<file path="src/rtl/smpc_intback_sched_pkg.sv">
// Shared types and byte formatting for the INTBACK peripheral scan scheduler.
// Pure definitions: no state, no latency, no flow control.
package smpc_intback_sched_pkg;

  typedef enum logic [2:0] {
    ST_IDLE,
    ST_WAIT,
    ST_PORT,
    ST_REQ,
    ST_EMIT,
    ST_HOLD,
    ST_FLUSH
  } intback_st_t;

  localparam logic [7:0] PAD_HDR_DIG = 8'hF1;
  localparam logic [7:0] PAD_ID_DIG  = 8'h02;
  localparam logic [7:0] PAD_NONE    = 8'hF0;
  localparam logic [7:0] TAP_HDR     = 8'h16;
  localparam logic [2:0] TAP_LAST_SLOT = 3'd5;

  // Byte idx of a slot entry; an absent slot is a single PAD_NONE byte.
  function automatic logic [7:0] pad_byte(input logic [1:0] idx, input logic present,
                                          input logic [15:0] data);
    logic [7:0] b;
    b = PAD_NONE;
    if (present) begin
      case (idx)
        2'd0:    b = PAD_HDR_DIG;
        2'd1:    b = PAD_ID_DIG;
        2'd2:    b = data[15:8];
        default: b = data[7:0];
      endcase
    end
    return b;
  endfunction

  function automatic logic [1:0] entry_last(input logic present);
    return present ? 2'd3 : 2'd0;
  endfunction

endpackage

</file>
<file path="src/rtl/smpc_intback_sched_if.sv">
// Command-core, pad-bus and OREG signals of the INTBACK scheduler.
// master drives commands and pad responses; slave is the scheduler itself.
interface smpc_intback_sched_if;
  logic        ce;
  logic        start;
  logic        cont;
  logic        brk;
  logic [1:0]  tap;
  logic        pad_req;
  logic        pad_port;
  logic [2:0]  pad_slot;
  logic        pad_ack;
  logic        pad_present;
  logic [15:0] pad_data;
  logic        oreg_we;
  logic [4:0]  oreg_addr;
  logic [7:0]  oreg_data;
  logic        busy;
  logic        more;
  logic        irq;

  modport master (
    output ce, start, cont, brk, tap, pad_ack, pad_present, pad_data,
    input  pad_req, pad_port, pad_slot, oreg_we, oreg_addr, oreg_data, busy, more, irq
  );

  modport slave (
    input  ce, start, cont, brk, tap, pad_ack, pad_present, pad_data,
    output pad_req, pad_port, pad_slot, oreg_we, oreg_addr, oreg_data, busy, more, irq
  );
endinterface

</file>
<file path="src/rtl/smpc_intback_sched.sv">
// INTBACK scan: settle, poll each pad slot, stream formatted bytes into OREG chunk by chunk.
// START to first PAD_REQ is SCAN_WAIT+1 CE cycles; a full chunk stalls in HOLD until CONT or BREAK.
module smpc_intback_sched
  import smpc_intback_sched_pkg::*;
#(
  parameter int SCAN_WAIT   = 4000,
  parameter int CHUNK_BYTES = 32,
  parameter int PAD_TIMEOUT = 255
) (
  input logic                  clk,
  input logic                  rst_n,
  smpc_intback_sched_if.slave  bus
);

  intback_st_t state_q, state_d;
  intback_st_t resume_q, resume_d;
  logic [15:0] cnt_q, cnt_d;
  logic [15:0] tmo_q, tmo_d;
  logic [4:0]  addr_q, addr_d;
  logic        port_q, port_d;
  logic [2:0]  slot_q, slot_d;
  logic [1:0]  idx_q, idx_d;
  logic        pres_q, pres_d;
  logic [15:0] data_q, data_d;
  logic        irq_pend_q, irq_pend_d;
  logic        pad_req_q, pad_req_d;
  logic        oreg_we_q, oreg_we_d;
  logic [4:0]  oreg_addr_q, oreg_addr_d;
  logic [7:0]  oreg_data_q, oreg_data_d;
  logic        busy_q, busy_d;
  logic        more_q, more_d;
  logic        irq_q, irq_d;

  logic        wr_en;
  logic [7:0]  wr_byte;
  logic        last_scan;

  always_comb begin
    state_d     = state_q;
    resume_d    = resume_q;
    cnt_d       = cnt_q;
    tmo_d       = tmo_q;
    addr_d      = addr_q;
    port_d      = port_q;
    slot_d      = slot_q;
    idx_d       = idx_q;
    pres_d      = pres_q;
    data_d      = data_q;
    irq_pend_d  = irq_pend_q;
    pad_req_d   = pad_req_q;
    oreg_we_d   = oreg_we_q;
    oreg_addr_d = oreg_addr_q;
    oreg_data_d = oreg_data_q;
    busy_d      = busy_q;
    more_d      = more_q;
    irq_d       = irq_q;
    wr_en       = 1'b0;
    wr_byte     = 8'h00;
    last_scan   = 1'b0;

    if (bus.ce) begin
      irq_d     = 1'b0;
      oreg_we_d = 1'b0;

      case (state_q)
        ST_IDLE: begin
          if (bus.start) begin
            state_d = ST_WAIT;
            cnt_d   = 16'(SCAN_WAIT - 1);
            addr_d  = 5'd0;
            port_d  = 1'b0;
            slot_d  = 3'd0;
            more_d  = 1'b0;
          end
        end
        ST_WAIT: begin
          if (cnt_q == 16'd0) state_d = ST_PORT;
          else                cnt_d   = cnt_q - 16'd1;
        end
        ST_PORT: begin
          slot_d  = 3'd0;
          state_d = ST_REQ;
          if (bus.tap[port_q]) begin
            wr_en   = 1'b1;
            wr_byte = TAP_HDR;
          end
        end
        ST_REQ: begin
          if (bus.pad_ack) begin
            pres_d  = bus.pad_present;
            data_d  = bus.pad_data;
            idx_d   = 2'd0;
            state_d = ST_EMIT;
          end else if (tmo_q == 16'd0) begin
            pres_d  = 1'b0;
            idx_d   = 2'd0;
            state_d = ST_EMIT;
          end else begin
            tmo_d = tmo_q - 16'd1;
          end
        end
        ST_EMIT: begin
          wr_en   = 1'b1;
          wr_byte = pad_byte(idx_q, pres_q, data_q);
          if (idx_q != entry_last(pres_q)) begin
            idx_d = idx_q + 2'd1;
          end else if (bus.tap[port_q] && slot_q < TAP_LAST_SLOT) begin
            slot_d  = slot_q + 3'd1;
            state_d = ST_REQ;
          end else if (!port_q) begin
            port_d  = 1'b1;
            slot_d  = 3'd0;
            state_d = ST_PORT;
          end else begin
            state_d   = ST_FLUSH;
            last_scan = 1'b1;
          end
        end
        ST_HOLD: begin
          // The chunk IRQ fires one CE after the last write; CONT only counts once it has.
          if (irq_pend_q) begin
            irq_pend_d = 1'b0;
            irq_d      = 1'b1;
            more_d     = 1'b1;
          end else if (bus.cont) begin
            more_d  = 1'b0;
            addr_d  = 5'd0;
            state_d = resume_q;
          end
        end
        ST_FLUSH: begin
          irq_d   = 1'b1;
          more_d  = 1'b0;
          port_d  = 1'b0;
          slot_d  = 3'd0;
          state_d = ST_IDLE;
        end
        default: state_d = ST_IDLE;
      endcase

      if (wr_en) begin
        oreg_we_d   = 1'b1;
        oreg_addr_d = addr_q;
        oreg_data_d = wr_byte;
        if (addr_q == 5'(CHUNK_BYTES - 1)) begin
          addr_d = 5'd0;
          // Park the natural successor so CONT can pick up mid-entry if needed.
          if (!last_scan) begin
            resume_d   = state_d;
            state_d    = ST_HOLD;
            irq_pend_d = 1'b1;
          end
        end else begin
          addr_d = addr_q + 5'd1;
        end
      end

      if (state_q != ST_IDLE && bus.brk) begin
        state_d    = ST_IDLE;
        more_d     = 1'b0;
        irq_d      = 1'b0;
        oreg_we_d  = 1'b0;
        irq_pend_d = 1'b0;
        port_d     = 1'b0;
        slot_d     = 3'd0;
      end

      if (state_d == ST_REQ && state_q != ST_REQ) tmo_d = 16'(PAD_TIMEOUT - 1);
      pad_req_d = (state_d == ST_REQ);
      busy_d    = (state_d != ST_IDLE);
    end
  end

  always_ff @(posedge clk or negedge rst_n) begin
    if (!rst_n) begin
      state_q     <= ST_IDLE;
      resume_q    <= ST_IDLE;
      cnt_q       <= 16'd0;
      tmo_q       <= 16'd0;
      addr_q      <= 5'd0;
      port_q      <= 1'b0;
      slot_q      <= 3'd0;
      idx_q       <= 2'd0;
      pres_q      <= 1'b0;
      data_q      <= 16'd0;
      irq_pend_q  <= 1'b0;
      pad_req_q   <= 1'b0;
      oreg_we_q   <= 1'b0;
      oreg_addr_q <= 5'd0;
      oreg_data_q <= 8'd0;
      busy_q      <= 1'b0;
      more_q      <= 1'b0;
      irq_q       <= 1'b0;
    end else begin
      state_q     <= state_d;
      resume_q    <= resume_d;
      cnt_q       <= cnt_d;
      tmo_q       <= tmo_d;
      addr_q      <= addr_d;
      port_q      <= port_d;
      slot_q      <= slot_d;
      idx_q       <= idx_d;
      pres_q      <= pres_d;
      data_q      <= data_d;
      irq_pend_q  <= irq_pend_d;
      pad_req_q   <= pad_req_d;
      oreg_we_q   <= oreg_we_d;
      oreg_addr_q <= oreg_addr_d;
      oreg_data_q <= oreg_data_d;
      busy_q      <= busy_d;
      more_q      <= more_d;
      irq_q       <= irq_d;
    end
  end

  assign bus.pad_req   = pad_req_q;
  assign bus.pad_port  = port_q;
  assign bus.pad_slot  = slot_q;
  assign bus.oreg_we   = oreg_we_q;
  assign bus.oreg_addr = oreg_addr_q;
  assign bus.oreg_data = oreg_data_q;
  assign bus.busy      = busy_q;
  assign bus.more      = more_q;
  assign bus.irq       = irq_q;

endmodule

</file>
<file path="src/flat_wrapper.sv">
// flat-port wrapper written by rule: the top's interface ports become plain ports
module smpc_intback_sched_flat import smpc_intback_sched_pkg::*;
#(
  parameter int SCAN_WAIT   = 4000,
  parameter int CHUNK_BYTES = 32,
  parameter int PAD_TIMEOUT = 255
)
  (clk, rst_n, bus_ce, bus_start, bus_cont, bus_brk, bus_tap, bus_pad_ack, bus_pad_present, bus_pad_data, bus_pad_req, bus_pad_port, bus_pad_slot, bus_oreg_we, bus_oreg_addr, bus_oreg_data, bus_busy, bus_more, bus_irq);
  smpc_intback_sched_if bus_i ();
  input logic clk;
  input logic rst_n;
  input wire logic [$bits(bus_i.ce)-1:0] bus_ce;
  input wire logic [$bits(bus_i.start)-1:0] bus_start;
  input wire logic [$bits(bus_i.cont)-1:0] bus_cont;
  input wire logic [$bits(bus_i.brk)-1:0] bus_brk;
  input wire logic [$bits(bus_i.tap)-1:0] bus_tap;
  input wire logic [$bits(bus_i.pad_ack)-1:0] bus_pad_ack;
  input wire logic [$bits(bus_i.pad_present)-1:0] bus_pad_present;
  input wire logic [$bits(bus_i.pad_data)-1:0] bus_pad_data;
  output wire logic [$bits(bus_i.pad_req)-1:0] bus_pad_req;
  output wire logic [$bits(bus_i.pad_port)-1:0] bus_pad_port;
  output wire logic [$bits(bus_i.pad_slot)-1:0] bus_pad_slot;
  output wire logic [$bits(bus_i.oreg_we)-1:0] bus_oreg_we;
  output wire logic [$bits(bus_i.oreg_addr)-1:0] bus_oreg_addr;
  output wire logic [$bits(bus_i.oreg_data)-1:0] bus_oreg_data;
  output wire logic [$bits(bus_i.busy)-1:0] bus_busy;
  output wire logic [$bits(bus_i.more)-1:0] bus_more;
  output wire logic [$bits(bus_i.irq)-1:0] bus_irq;
  assign bus_i.ce = bus_ce;
  assign bus_i.start = bus_start;
  assign bus_i.cont = bus_cont;
  assign bus_i.brk = bus_brk;
  assign bus_i.tap = bus_tap;
  assign bus_i.pad_ack = bus_pad_ack;
  assign bus_i.pad_present = bus_pad_present;
  assign bus_i.pad_data = bus_pad_data;
  assign bus_pad_req = bus_i.pad_req;
  assign bus_pad_port = bus_i.pad_port;
  assign bus_pad_slot = bus_i.pad_slot;
  assign bus_oreg_we = bus_i.oreg_we;
  assign bus_oreg_addr = bus_i.oreg_addr;
  assign bus_oreg_data = bus_i.oreg_data;
  assign bus_busy = bus_i.busy;
  assign bus_more = bus_i.more;
  assign bus_irq = bus_i.irq;
  smpc_intback_sched #(.SCAN_WAIT(SCAN_WAIT), .CHUNK_BYTES(CHUNK_BYTES), .PAD_TIMEOUT(PAD_TIMEOUT)) u_core (.clk(clk), .rst_n(rst_n), .bus(bus_i));
endmodule
</file>
<file path="config.mk">
export PLATFORM = sky130hd
export DESIGN_NAME = smpc_intback_sched_flat
export DESIGN_NICKNAME = d
export VERILOG_FILES = /design/src/rtl/smpc_intback_sched_pkg.sv /design/src/rtl/smpc_intback_sched_if.sv /design/src/rtl/smpc_intback_sched.sv /design/src/flat_wrapper.sv
export SDC_FILE = /design/constraint.sdc
export NUM_CORES = 1
export LEC_CHECK = 0
export CAP_MARGIN = 20
export CORE_UTILIZATION = 40
export DETAILED_ROUTE_END_ITERATION = 12
export DONT_BUFFER_PORTS = 1
export PLACE_DENSITY = 0.64
export SLEW_MARGIN = 15
export SYNTH_ARGS = -nofsm -noshare
export SYNTH_HDL_FRONTEND = slang
export SYNTH_SLANG_ARGS = --single-unit
</file>
<file path="constraint.sdc">
create_clock -name clk -period 3.3 [get_ports clk]
set_input_delay 0.33 -clock clk [delete_from_list [all_inputs] [get_ports clk]]
set_output_delay 0.33 -clock clk [all_outputs]
set_load 0.02 [all_outputs]
</file>
**Word level (Yosys, flattened, before mapping)**

Cells that the tools add are included.

- Add/sub/neg operators: 5
- $mul: 0
- Div/mod/pow operators: 0
- $lt $le $gt $ge: 2
- Eq/ne operators: 26
- Shift operators: 0
- Mux-type cells: 74
- Bitwise operators: 1
- Reductions and logical operators: 29

Operators with widths:

| cell | number |
|---|---|
| 16-bit 2-to-1 mux | 6 |
| 3-bit 2-to-1 mux | 19 |
| 16-bit logical NOT | 2 |
| 16-bit case mux with 2 select lines | 1 |
| 16-bit by 1-bit subtractor with 16-bit output, second input constant | 2 |
| 5-bit 2-to-1 mux | 6 |
| 1-bit 2-to-1 mux | 27 |
| 8-bit case mux with 3 select lines | 1 |
| 4-bit AND reduction | 5 |
| 3-bit case mux with 6 select lines | 1 |
| 8-bit case mux with 2 select lines | 1 |
| 3-bit by 2-bit != test with 1-bit output, second input constant | 5 |
| 5-bit AND reduction | 3 |
| 4-bit nonzero test | 3 |
| 5-bit case mux with 2 select lines | 1 |
| 3-bit by 2-bit equality test with 1-bit output, second input constant | 3 |
| 3-bit equality test, second input constant | 3 |
| 3-bit != test, second input constant | 3 |
| 3-bit case mux with 3 select lines | 1 |
| 3-bit nonzero test | 3 |
| 2-bit 2-to-1 mux | 4 |
| 8-bit 2-to-1 mux | 1 |
| 2-bit nonzero test | 4 |
| 2-bit != test, second input constant | 3 |
| 23 further kinds | 29 |

- Register bits: 85
- Bits in latches: 0
- RAM bits: 0
- Memory bits (read-only): 0
- Input port bits: 26
- Logic and storage cells: 155
- Memories: 0

**Logic depth before layout (Yosys ltp)**

Gate-level depths: netlist of the first run.

- Word-level depth: 16
- Gate-level depth with buffers: 9
- Depth with buffers taken out: 7

**Worst setup path after synthesis of the first run**

Ideal clock, no wire load.

- Path kind: register to register
- Start: register u_core.cnt_q[0]
- End: register u_core.cnt_q[5]
- Library setup time: 122 ps
- Arrival time: 2221 ps
- Path slack: 958 ps
- Cell stages (with the launch flop): 9
- Cell sequence: dfrtp_1 > inv_1 > ha_1 > or3b_1 > clkbuf_1 > or3_1 > o31ai_2 > nor2_1 > a32o_1

- Cells in the longest elaborated chain, start to end: 3
- Elaborated cells on any way between the ends: 6
- Classes of those cells: add/sub: 1; eq/ne: 1; mux: 2; reduce/logical: 2

Ends and longest elaborated chain:

| what | line | RTL |
|---|---|---|
| start: declaration | smpc_intback_sched.sv:17 | `logic [15:0] cnt_q, cnt_d;` |
| start signal: assignment | smpc_intback_sched.sv:197 | `cnt_q <= cnt_d;` |
| 16-bit by 1-bit subtractor with 16-bit output / 16-bit logical NOT (equally long branches) | smpc_intback_sched.sv:78, smpc_intback_sched.sv:77 |  |
| 16-bit 2-to-1 mux / 2-bit != test (equally long branches) | - |  |
| 16-bit case mux with 2 select lines / 4-bit AND reduction (equally long branches) | - |  |

Parallel ways exist; a longest one is shown, timed or not. The select of a mux whose other input is x is not followed.
A chain may end at the register's enable or synchronous reset.

**Final worst setup path of the first run**

- Start: register u_core.state_q[1]
- End: register u_core.addr_q[3]

- Cells in the longest elaborated chain, start to end: 5
- Elaborated cells on any way between the ends: 13
- Classes of those cells: eq/ne: 6; mux: 4; reduce/logical: 3

Ends and longest elaborated chain:

| what | line | RTL |
|---|---|---|
| start: declaration | smpc_intback_sched.sv:15 | `intback_st_t state_q, state_d;` |
| start signal: assignment | smpc_intback_sched.sv:195 | `state_q <= state_d;` |
| 3-bit equality test / 3-bit by 2-bit equality test with 1-bit output (equally long branches) | smpc_intback_sched.sv:65 | `case (state_q)` |
| 1-bit case mux with 2 select lines | smpc_intback_sched.sv:65 |  |
| 1-bit 2-to-1 mux | smpc_intback_sched.sv:61 | `if (bus.ce) begin` |
| 3-bit != test (no source line), or another cell as far along | - |  |
| 5-bit AND reduction (no source line) | - |  |
| end signal: assignment | smpc_intback_sched.sv:199 | `addr_q <= addr_d;` |
| end: declaration | smpc_intback_sched.sv:19 | `logic [4:0] addr_q, addr_d;` |

Parallel ways exist; a longest one is shown, timed or not. The select of a mux whose other input is x is not followed.

==> results of run 1 <==
-- layout by cell type (no fill, tap or decap), types with 7 or more instances in the layout --
cell	instances
o31ai_1	9
buf_4	8
o21ai_0	41
nor3_1	15
or3_1	14
nand3_1	11
xnor2_1	7
a31oi_1	16
inv_1	16
a21oi_1	30
nand2_1	38
xor2_1	7
mux2_2	24
clkbuf_16	9
nor2_1	23
dfrtp_1	85
ha_1	9
-- synth_stat cells, types with 4 or more instances --
master	count
or2_2	6
o211ai_1	5
and2_1	4
mux2_2	24
o31ai_1	9
o21ai_0	41
a211oi_1	6
and3_1	4
nor2b_1	6
xor2_1	7
clkbuf_1	19
mux2i_1	4
xnor2_1	7
o32ai_1	4
a21oi_1	30
ha_1	9
dfrtp_1	85
nor2_1	23
a22o_1	6
or3_1	14
nand2b_1	4
nand4b_1	4
nor4_1	5
a31oi_1	16
inv_1	16
nand3_1	11
nand2_1	38
nand4_1	5
or4_1	6
nor3_1	15
nor3b_1	5
-- logic make-up after synthesis --
family	count (synthesis)	synth area share
simple gates	162	0.1885
compound gates	149	0.2106
flops	85	0.4476
buf+inv	43	0.03844
mux	28	0.06530
xor+xnor	14	0.02580
fa+ha+maj	9	0.02370
-- critical path: stages (launching register included) --
cell	delay (ns)
dfrtp_1	0.60
nor3b_1	0.63
a21o_1	0.42
o221ai_1	0.39
or3_1	0.47
o31ai_1	0.20
-- metrics by stage --
| step | area (um2) | hold slack [ns] | utilization |
|---|---|---|---|
| after floorplan | 4752 | 0.03441 | - |
| after detailed placement | 4876 | 0.04114 | 0.4234 |
| after global placement | 4876 | 0.04173 | 0.4234 |
| final | 5226 | 0.07456 | 0.4538 |
| after global routing | 5226 | 0.06903 | 0.4538 |
| after CTS | 5226 | 0.07322 | 0.4538 |
-- power groups by stage --
| stage | Clock [mW] | Sequential [mW] | Combinational [mW] |
|---|---|---|---|
| final | 1.05 | 1.52 | 0.949 |
| after global routing | 1.10 | 1.54 | 1.07 |
| after CTS | 1.07 | 1.51 | 0.949 |
| after detailed placement | 0 | 1.53 | 0.917 |
| after global placement | 0 | 1.53 | 0.895 |
| after floorplan | 0 | 1.43 | 0.753 |
-- area by class of cell --
class / count / area (um2)
inverters: 18 / 67.56
multi-input cells: 362 / 2442
well taps: 143 / 178.9
repair buffers: 10 / 97.59
clock buffers: 12 / 256.5
clock inverters: 4 / 56.30
flip-flops and latches: 85 / 2127
fillers: 1102 / 6290
-- flip-flops by register name (all words and copies together) (netlist names), 2 cells and up --
| name | count |
|---|---|
| u_core.bus.oreg_data | 8 |
| u_core.data_q | 16 |
| u_core.resume_q | 3 |
| u_core.bus.oreg_addr | 5 |
| u_core.idx_q | 2 |
| u_core.addr_q | 5 |
| u_core.tmo_q | 16 |
| u_core.state_q | 3 |
| u_core.bus.pad_slot | 3 |
| u_core.cnt_q | 16 |
-- final timing paths --
| kind | from | endpoint | cells past startpoint |
|---|---|---|---|
| max | u_core.state_q[1]$_DFFE_PN0P_ | u_core.addr_q[3]$_DFFE_PN0P_ | 5 |
| min | bus_ce | u_core.state_q[2]$_DFFE_PN0P_ | 1 |
| max reg2reg | u_core.state_q[1]$_DFFE_PN0P_ | u_core.addr_q[3]$_DFFE_PN0P_ | 5 |
| min reg2reg | u_core.cnt_q[0]$_DFFE_PN0P_ | u_core.cnt_q[0]$_DFFE_PN0P_ | 1 |
| max in group asynchronous | rst_n | u_core.resume_q[0]$_DFFE_PN0P_ | 2 |
| min in group asynchronous | rst_n | u_core.cnt_q[14]$_DFFE_PN0P_ | 2 |
-- what timing repair did --
action,CTS,global route
buffers inserted,0,0
hold buffers,2,0
hold endpoints to repair,85,0
-- metal layers --
metal / GRT usage / up-vias / wire (um)
met5: 0 / - / 0
met4: 0.07306 / 0 / 227
met3: 0.05577 / 18 / 694
met2: 0.3040 / 100 / 5246
met1: 0.2465 / 1851 / 4985
li1: - / 1833 / -
==> reports/metrics.yaml, run 1 <==
placement:
  gp_congestion: 0.8747
  io_buffer_count: 0
  place_ws_ns: 0.5368
  hpwlAfterDp_mm: 8.016
  dp_cells: 616
clock_tree:
  htree_levels: 3
  cts_tree: "done"
  clockBufferDepth: 2
  cts_root_buf: "clkbuf_16"
  cts_buffers: 9
  clkSlewWorstSetupHoldPaths_ns: 0.06
  clock_sinks: 85
  post_cts_resized: 0
  clk_latency_ns: 0.35
setup_path:
  endpoint_kind: "flop"
  critPathKind: "reg2reg"
  crit_fanout: 12
  critical_path_required_ns: 3.56
  arrival_ns: 3.07
  start_kind: "flop"
  reg2reg_slack_ns: 0.49
synthesis:
  synth_edf_count: 0
  synth_top_area_frac: 0.4476
  async_reset_ff_frac: 1.000
  syn_inst: 490
  synth_ff_type: "dfrtp_1"
  synthDistinctLibCells: 69
  ys_ff_latch: 85
  synth.area.top_cells: "dfrtp_1 45%, mux2_2 5.7%, o21ai_0 4.3%, a21oi_1 3.2%, nand2_1 3.0%"
  synth_area_per_cell_um2: 9.698
  synth-warning-count: 0
  ys_seq_area_frac: 0.4476
  synth_nets: 525
  syn-cell-area_um2: 4752
  yosys.area.top_type: "dfrtp_1"
power:
  leakagePower_nw: 2.130
  p_seq_frac: 0.431
  ir_worst_vdd_mv: 0.3566
  clockPowerShare: 0.300
  power_frac_comb: 0.270
  internal-power_mw: 2.253
  power_density_nw_per_um2: 673.1
  switching_share: 0.3596
  switchingPower_mw: 1.265
  p_total_mw: 3.518
die:
  io_pins: 48
  core-area_um2: 11520
  die_area_um2: 12320
  die_h_um: 111.0
  start_util: 0.4126
  die_x_um: 111.0
  rows: 39
timing:
  finalClockSkew_ns: 0.005084
  fmax_mhz: 355.7
  rsz0062_at_grt: "false"
  setup_tns_ns: 0
  worst_pin_slew_ns: 0.9794
  setup_violations: 0
  hold_violations: 0
  final-max-slew-violation-count: 0
  relSlewSlack: 0.3385
  period_needed_ns: 2.812
  fin_ws_ns: 0.4884
  finalCritPeriodShare: 0.8520
cells_and_area:
  fin_nets: 521
  n_antenna_cell: 0
  fin_cells: 634
  syn2layout_area_growth_pct: 9.979
  final_layout_size_suffix_gt1_frac: 0.1426
grt:
  grt.total_usage: 0.1914
  grt_pass1_vias: 3682
  antenna_found_initial: 0
  grt_start_max_net_pins: 86
  grt_pass1_wl_mm: 18.65
  overflow: 0
route:
  avgRoutedWirePerCell_um: 17.59
  wl_mm: 11.15
  ant_nets: 0
  drtPass1Iterations: 9
  dr.first_iter.drc_count: 209
  num_vias: 3802
  viasPerCell: 5.997
  drcViolationCount: 4
job:
  max_cap_violations: 0
status:
  status: "complete, but fails checks"
  violations: "DRC"
worst_hold_path:
  hold_class: "in2reg"
(Power assumes the default switching activity.)
==> run 2, diff against run 1 <==
CORE_UTILIZATION = 25   (was 40)
PLACE_DENSITY = 0.48   (was 0.64)
==> run 2 against run 1 <==
  * The run now ends clean
  * Sequential share of layout area fell by 0.71 points
  * Clock power fell by 4%
  * Total power down 0.51%
  * Register-to-register slack worse by 0.04 ns
  * Non-clock buffer count unchanged
  * Via count rose by 1.4%
  * Hold slack better by 0.0073 ns
  * Cell count rose by 14%
  * Worst setup slack got worse by 0.035 ns
  * Flip-flop and latch count unchanged
  * Critical path type unchanged
==> reports/metrics.yaml, run 2 (synthesis results as in run 1) <==
worst_hold_path:
  hold_class: "in2reg"
timing:
  finalCritPeriodShare: 0.8627  # +0.01070
  setup_tns_ns: 0  # unchanged
  setup_violations: 0  # unchanged
  relSlewSlack: 0.2703  # -0.06822
  hold_violations: 0  # unchanged
  final-max-slew-violation-count: 0  # unchanged
  fin_ws_ns: 0.4531  # -0.03530 ns
  fmax_mhz: 351.3  # -1.2%
  finalClockSkew_ns: 0.009270  # +0.004185 ns
  period_needed_ns: 2.847  # +0.03530 ns
  worst_pin_slew_ns: 1.080  # +0.1010 ns
  rsz0062_at_grt: "false"
power:
  ir_worst_vdd_mv: 0.3398  # -4.7%
  leakagePower_nw: 2.122  # -0.37%
  switching_share: 0.3670  # +0.007426
  power_density_nw_per_um2: 658.0  # -2.2%
  internal-power_mw: 2.215  # -1.7%
  p_seq_frac: 0.437  # +0.006
  power_frac_comb: 0.274  # +0.004
  p_total_mw: 3.500  # -0.51%
  switchingPower_mw: 1.285  # +1.5%
  clockPowerShare: 0.289  # -0.011
die:
  rows: 50  # +28%
  io_pins: 48  # unchanged
  die_area_um2: 19560  # +59%
  die_h_um: 139.9  # +26%
  start_util: 0.2549  # -0.1577
  core-area_um2: 18640  # +62%
  die_x_um: 139.9  # +26%
clock_tree:
  cts_buffers: 9  # unchanged
  clkSlewWorstSetupHoldPaths_ns: 0.06  # about the same
  clock_sinks: 85  # unchanged
  htree_levels: 3  # unchanged
  cts_tree: "done"
  clk_latency_ns: 0.35  # about the same
  cts_root_buf: "clkbuf_16"
  post_cts_resized: 0  # unchanged
  clockBufferDepth: 2  # unchanged
cells_and_area:
  fin_cells: 724  # +14%
  fin_util: 0.2853  # -0.1685
  fillers: 1960  # +78%
  syn2layout_area_growth_pct: 11.93
  n_antenna_cell: 0  # unchanged
  top_regs: "u_core.cnt_q: 16 flops, u_core.data_q: 16 flops, u_core.tmo_q: 16 flops"
  fin_nets: 521  # unchanged
  final_common_cell: "dfrtp_1"
  final_layout_size_suffix_gt1_frac: 0.1408  # -0.001750
  layout_common_cells: "85 x dfrtp_1, 41 x o21ai_0, 38 x nand2_1"
placement:
  place_ws_ns: 0.4460  # -0.09079 ns
  hpwlAfterDp_mm: 8.996  # +12%
  io_buffer_count: 0  # unchanged
  gp_congestion: 0.8636  # -1.3%
  dp_cells: 707  # +15%
route:
  ant_nets: 0  # unchanged
  wl_mm: 12.50  # +12%
  drcViolationCount: 0  # -4
  num_vias: 3854  # +1.4%
  viasPerCell: 5.323  # -11%
  drtPass1Iterations: 5  # -4
  avgRoutedWirePerCell_um: 17.26  # -1.9%
  dr.first_iter.drc_count: 269  # +29%
grt:
  grt.total_usage: 0.1330  # -0.05845
  overflow: 0  # unchanged
  grt_pass1_wl_mm: 20.42  # +9.5%
  grt_start_max_net_pins: 86  # unchanged
  grt_pass1_vias: 3788  # +2.9%
  antenna_found_initial: 0  # unchanged
setup_path:
  path_buf_inv: 0  # unchanged
  critical_path_required_ns: 3.56  # about the same
  start_kind: "flop"
  path_cells: "nor3b_1 > a21o_1 > o221ai_1 > or3_1 > o31ai_1"
  critPathTopFamily: "simple AND/OR/NAND/NOR gates"
  crit_fanout: 17  # +5
  crit_slowest_cell: "nor3b_1"
  critPathKind: "reg2reg"
  arrival_ns: 3.10  # +0.03 ns
  critical_path.max_stage_delay_ns: 0.73  # +0.10 ns
  endpoint_kind: "flop"
job:
  max_cap_violations: 0  # unchanged
status:
  status: "completed"
## run 2: area by class of cell
| cell class | count | area [um2] | share of cell area |
|---|---|---|---|
| Clock buffer | 11 | 242.7 | 0.04564 |
| Multi-Input combinational cell | 362 | 2442 | 0.4592 |
| Sequential cell | 85 | 2127 | 0.3999 |
| Timing Repair Buffer | 10 | 97.59 | 0.01835 |
| Inverter | 18 | 67.56 | 0.01270 |
| Tap cell | 234 | 292.8 | 0.05505 |
| Clock inverter | 4 | 48.80 | 0.009174 |
## run 2: per-layer routing
layer / vias to the layer above / part of all wire / global-route usage
met2: 93 / 0.46 / 0.2045
met3: 22 / 0.060 / 0.03785
li1: 1827 / - / -
met5: - / 0 / 0
met1: 1912 / 0.46 / 0.1722
met4: 0 / 0.022 / 0.06131
## run 2: final timing paths
| kind | cells past startpoint | slack (ns) | startpoint | to |
|---|---|---|---|---|
| setup / recovery | 5 | 0.45 | u_core.state_q[0]$_DFFE_PN0P_ | u_core.addr_q[3]$_DFFE_PN0P_ |
| hold / removal | 1 | 0.08 | bus_ce | u_core.state_q[1]$_DFFE_PN0P_ |
| setup reg to reg | 5 | 0.45 | u_core.state_q[0]$_DFFE_PN0P_ | u_core.addr_q[3]$_DFFE_PN0P_ |
| hold reg to reg | 1 | 0.50 | u_core.cnt_q[0]$_DFFE_PN0P_ | u_core.cnt_q[0]$_DFFE_PN0P_ |
| max in group asynchronous | 2 | 2.38 | rst_n | u_core.bus.more$_DFFE_PN0P_ |
| min in group asynchronous | 2 | 0.58 | rst_n | u_core.tmo_q[8]$_DFFE_PN0P_ |
## run 2: power by group through the flow
| stage | logic, mW | registers (mW) | clock network, mW |
|---|---|---|---|
| after floorplan | 0.753 | 1.43 | 0 |
| after global placement | 0.905 | 1.54 | 0 |
| after detailed placement | 0.930 | 1.55 | 0 |
| after CTS | 0.961 | 1.53 | 1.04 |
| after global routing | 1.07 | 1.56 | 1.09 |
| final | 0.959 | 1.53 | 1.01 |
## run 2: worst register-to-register path: stages (launching register included)
cell and delay (ns):
dfrtp_1 0.57, nor3b_1 0.73, a21o_1 0.41, o221ai_1 0.38
or3_1 0.46, o31ai_1 0.21
## run 2: through the flow
stage	hold WS, ns	instance area [um2]
after floorplan	0.03441	4752
final	0.08187	5319
after CTS	0.06809	5319
after detailed placement	0.04278	4990
after global routing	0.06665	5319
after global placement	0.04234	4990
## run 2: what timing repair did
action / CTS / global route
setup buffers: 0 / 0
hold endpoints to repair: 85 / 0
setup endpoints to repair: 0 / 0
hold buffers: 2 / 0
==> run 3, diff against run 2 <==
PLACE_DENSITY = 0.5   (was 0.48)
clock period = 2.3 ns   (was 3.3 ns; I/O delays follow)
==> run 3 against run 2 <==
  * The flow now finishes with violations (setup timing)
  * Core utilization rose by 3.5 points
  * Sequential power rose by 38%
  * Global-route usage rose by 0.13 points
  * Sequential share of layout area fell by 4.4 points
  * Count of clock-buffer cells in the layout fell by 2
  * Via count rose by 3.5%
  * Largest power group unchanged
==> reports/metrics.yaml, run 3 (synthesis results as in run 1) <==
worst_hold_path:
  hold_class: "in2reg"
timing:
  finalCritPeriodShare: 1.004  # +0.1409
  rsz0062_at_grt: "true"
  finalClockSkew_ns: 0.007969  # -0.001300 ns
  fin_ws_ns: -0.008199  # -0.4613 ns
  final-max-slew-violation-count: 0  # unchanged
  setup_tns_ns: -0.01469  # -0.01469 ns
  fmax_mhz: 433.2  # +23%
  hold_violations: 0  # unchanged
  whs_ns: 0.02788  # -0.05399 ns
  period_needed_ns: 2.308  # -0.5387 ns
  setup_violations: 3  # +3
  relSlewSlack: 0.5014  # +0.2311
  worst_pin_slew_ns: 0.7398  # -0.3406 ns
setup_path:
  path_buf_inv: 1  # +1
  critPathTopFamily: "simple AND/OR/NAND/NOR gates"
  crit_fanout: 7  # -10
  arrival_ns: 2.50  # -0.60 ns
  critical_path.max_stage_delay_ns: 0.49  # -0.24 ns
  critical_path_required_ns: 2.49  # -1.07 ns
  crit_slowest_cell: "or4_4"
  start_kind: "flop"
  path_cells: "inv_2 > ha_4 > or4b_4 > or4_4 > o21ai_4 > or3_4 > o311ai_1"
  endpoint_kind: "flop"
  critPathKind: "reg2reg"
power:
  power_density_nw_per_um2: 919.8  # +40%
  internal-power_mw: 3.480  # +57%
  switching_share: 0.3661  # -0.0008979
  power_frac_comb: 0.343  # +0.069
  p_total_mw: 5.491  # +57%
  clockPowerShare: 0.273  # -0.016
  ir_worst_vdd_mv: 0.4017  # +18%
  p_seq_frac: 0.384  # -0.053
  leakagePower_nw: 2.434  # +15%
  switchingPower_mw: 2.010  # +56%
cells_and_area:
  fin_util: 0.3202  # +0.03490
  top_regs: "u_core.cnt_q: 16 flops, u_core.data_q: 16 flops, u_core.tmo_q: 16 flops"
  syn2layout_area_growth_pct: 25.62
  final_common_cell: "dfrtp_1"
  final_layout_size_suffix_gt1_frac: 0.2821  # +0.1412
  layout_common_cells: "85 x dfrtp_1, 54 x buf_4, 38 x nand2_1"
  fin_nets: 576  # +11%
  n_antenna_cell: 0  # unchanged
grt:
  grt_pass1_wl_mm: 20.81  # +1.9%
  antenna_found_initial: 0  # unchanged
  use_met1: 0.1701  # -0.002114
  grt_pass1_vias: 4030  # +6.4%
  use_met2: 0.2155  # +0.01105
  grt.total_usage: 0.1343  # +0.001257
  top_usage_layer: "met2"
  met3_usage: 0.04164  # +0.003785
  grt_start_max_net_pins: 86  # unchanged
  overflow: 0  # unchanged
die:
  die_h_um: 139.9  # unchanged
  io_pins: 48  # unchanged
  start_util: 0.2549  # unchanged
  rows: 50  # unchanged
  die_area_um2: 19560  # unchanged
  die_x_um: 139.9  # unchanged
  core-area_um2: 18640  # unchanged
clock_tree:
  clock_sinks: 85  # unchanged
  cts_root_buf: "clkbuf_16"
  clkSlewWorstSetupHoldPaths_ns: 0.07  # about the same
  clk_latency_ns: 0.35  # about the same
  htree_levels: 3  # unchanged
  cts_tree: "done"
  clockBufferDepth: 2  # unchanged
  cts_buffers: 9  # unchanged
placement:
  io_buffer_count: 0  # unchanged
  gp_congestion: 0.8555  # -0.94%
  hpwlAfterDp_mm: 9.139  # +1.6%
route:
  dr.first_iter.drc_count: 288  # +7.1%
  avgRoutedWirePerCell_um: 16.28  # -5.7%
  num_vias: 3990  # +3.5%
  drcViolationCount: 0  # unchanged
  drtPass1Iterations: 4  # -1
  wl_mm: 12.70  # +1.6%
  ant_nets: 0  # unchanged
  viasPerCell: 5.115  # -3.9%
job:
  max_cap_violations: 0  # unchanged
status:
  status: "complete, but fails checks"
  violations: "setup timing"
-- run 3: timing repair --
action / CTS / global route
resized for setup: 12 / 38
endpoints found under the hold margin: 88 / 0
cloned: 0 / 1
setup endpoints to repair: 30 / 40
pin swaps: 3 / 13
setup buffers: 1 / 2
hold buffers: 3 / 0
-- run 3: power by group through the flow --
| stage | combinational (mW) | sequential [mW] | clock [mW] |
|---|---|---|---|
| floorplan | 1.09 | 2.06 | 0 |
| global placement | 1.66 | 2.13 | 0 |
| detailed placement | 1.70 | 2.13 | 0 |
| CTS | 1.78 | 2.11 | 1.54 |
| global route | 2.08 | 2.16 | 1.62 |
| finish | 1.88 | 2.11 | 1.50 |
-- run 3: layout make-up --
type | instances | area (um2)
clock buffers | 9 | 225.2
clock inverters | 7 | 78.83
fillers | 1938 | 12670
inverters | 18 | 67.56
multi-input cells | 363 | 2646
flip-flops and latches | 85 | 2127
well taps | 234 | 292.8
repair buffers | 64 | 531.8
-- run 3: worst paths after layout --
kind / startpoint / to / slack (ns) / cells after the start
max: u_core.tmo_q[0]$_DFFE_PN0P_ / u_core.tmo_q[6]$_DFFE_PN0P_ / -0.008 / 7
min: bus_pad_data[4] / u_core.data_q[4]$_DFFE_PN0P_ / 0.03 / 1
max reg2reg: u_core.tmo_q[0]$_DFFE_PN0P_ / u_core.tmo_q[6]$_DFFE_PN0P_ / -0.008 / 7
min reg2reg: u_core.cnt_q[0]$_DFFE_PN0P_ / u_core.cnt_q[0]$_DFFE_PN0P_ / 0.49 / 1
max in group asynchronous: rst_n / u_core.cnt_q[0]$_DFFE_PN0P_ / 1.49 / 2
min in group asynchronous: rst_n / u_core.resume_q[2]$_DFFE_PN0P_ / 0.42 / 2
-- run 3: metal layers --
| layer | vias up | routed length, um |
|---|---|---|
| met5 | - | 0 |
| met2 | 76 | 5978 |
| met4 | 0 | 180 |
| li1 | 1946 | - |
| met3 | 14 | 732 |
| met1 | 1954 | 5808 |
-- run 3: metrics by stage --
step           instance area (um2)  setup WS, ns  instances
3_5_place_dp                  5374       -0.1418        757
6_report                      5969     -0.008199        780
4_1_cts                       5786      0.007778        777
3_3_place_gp                  5374       -0.1009        757
5_1_grt                       5969      -0.09070        780
2_1_floorplan                 4762      -0.01990        490
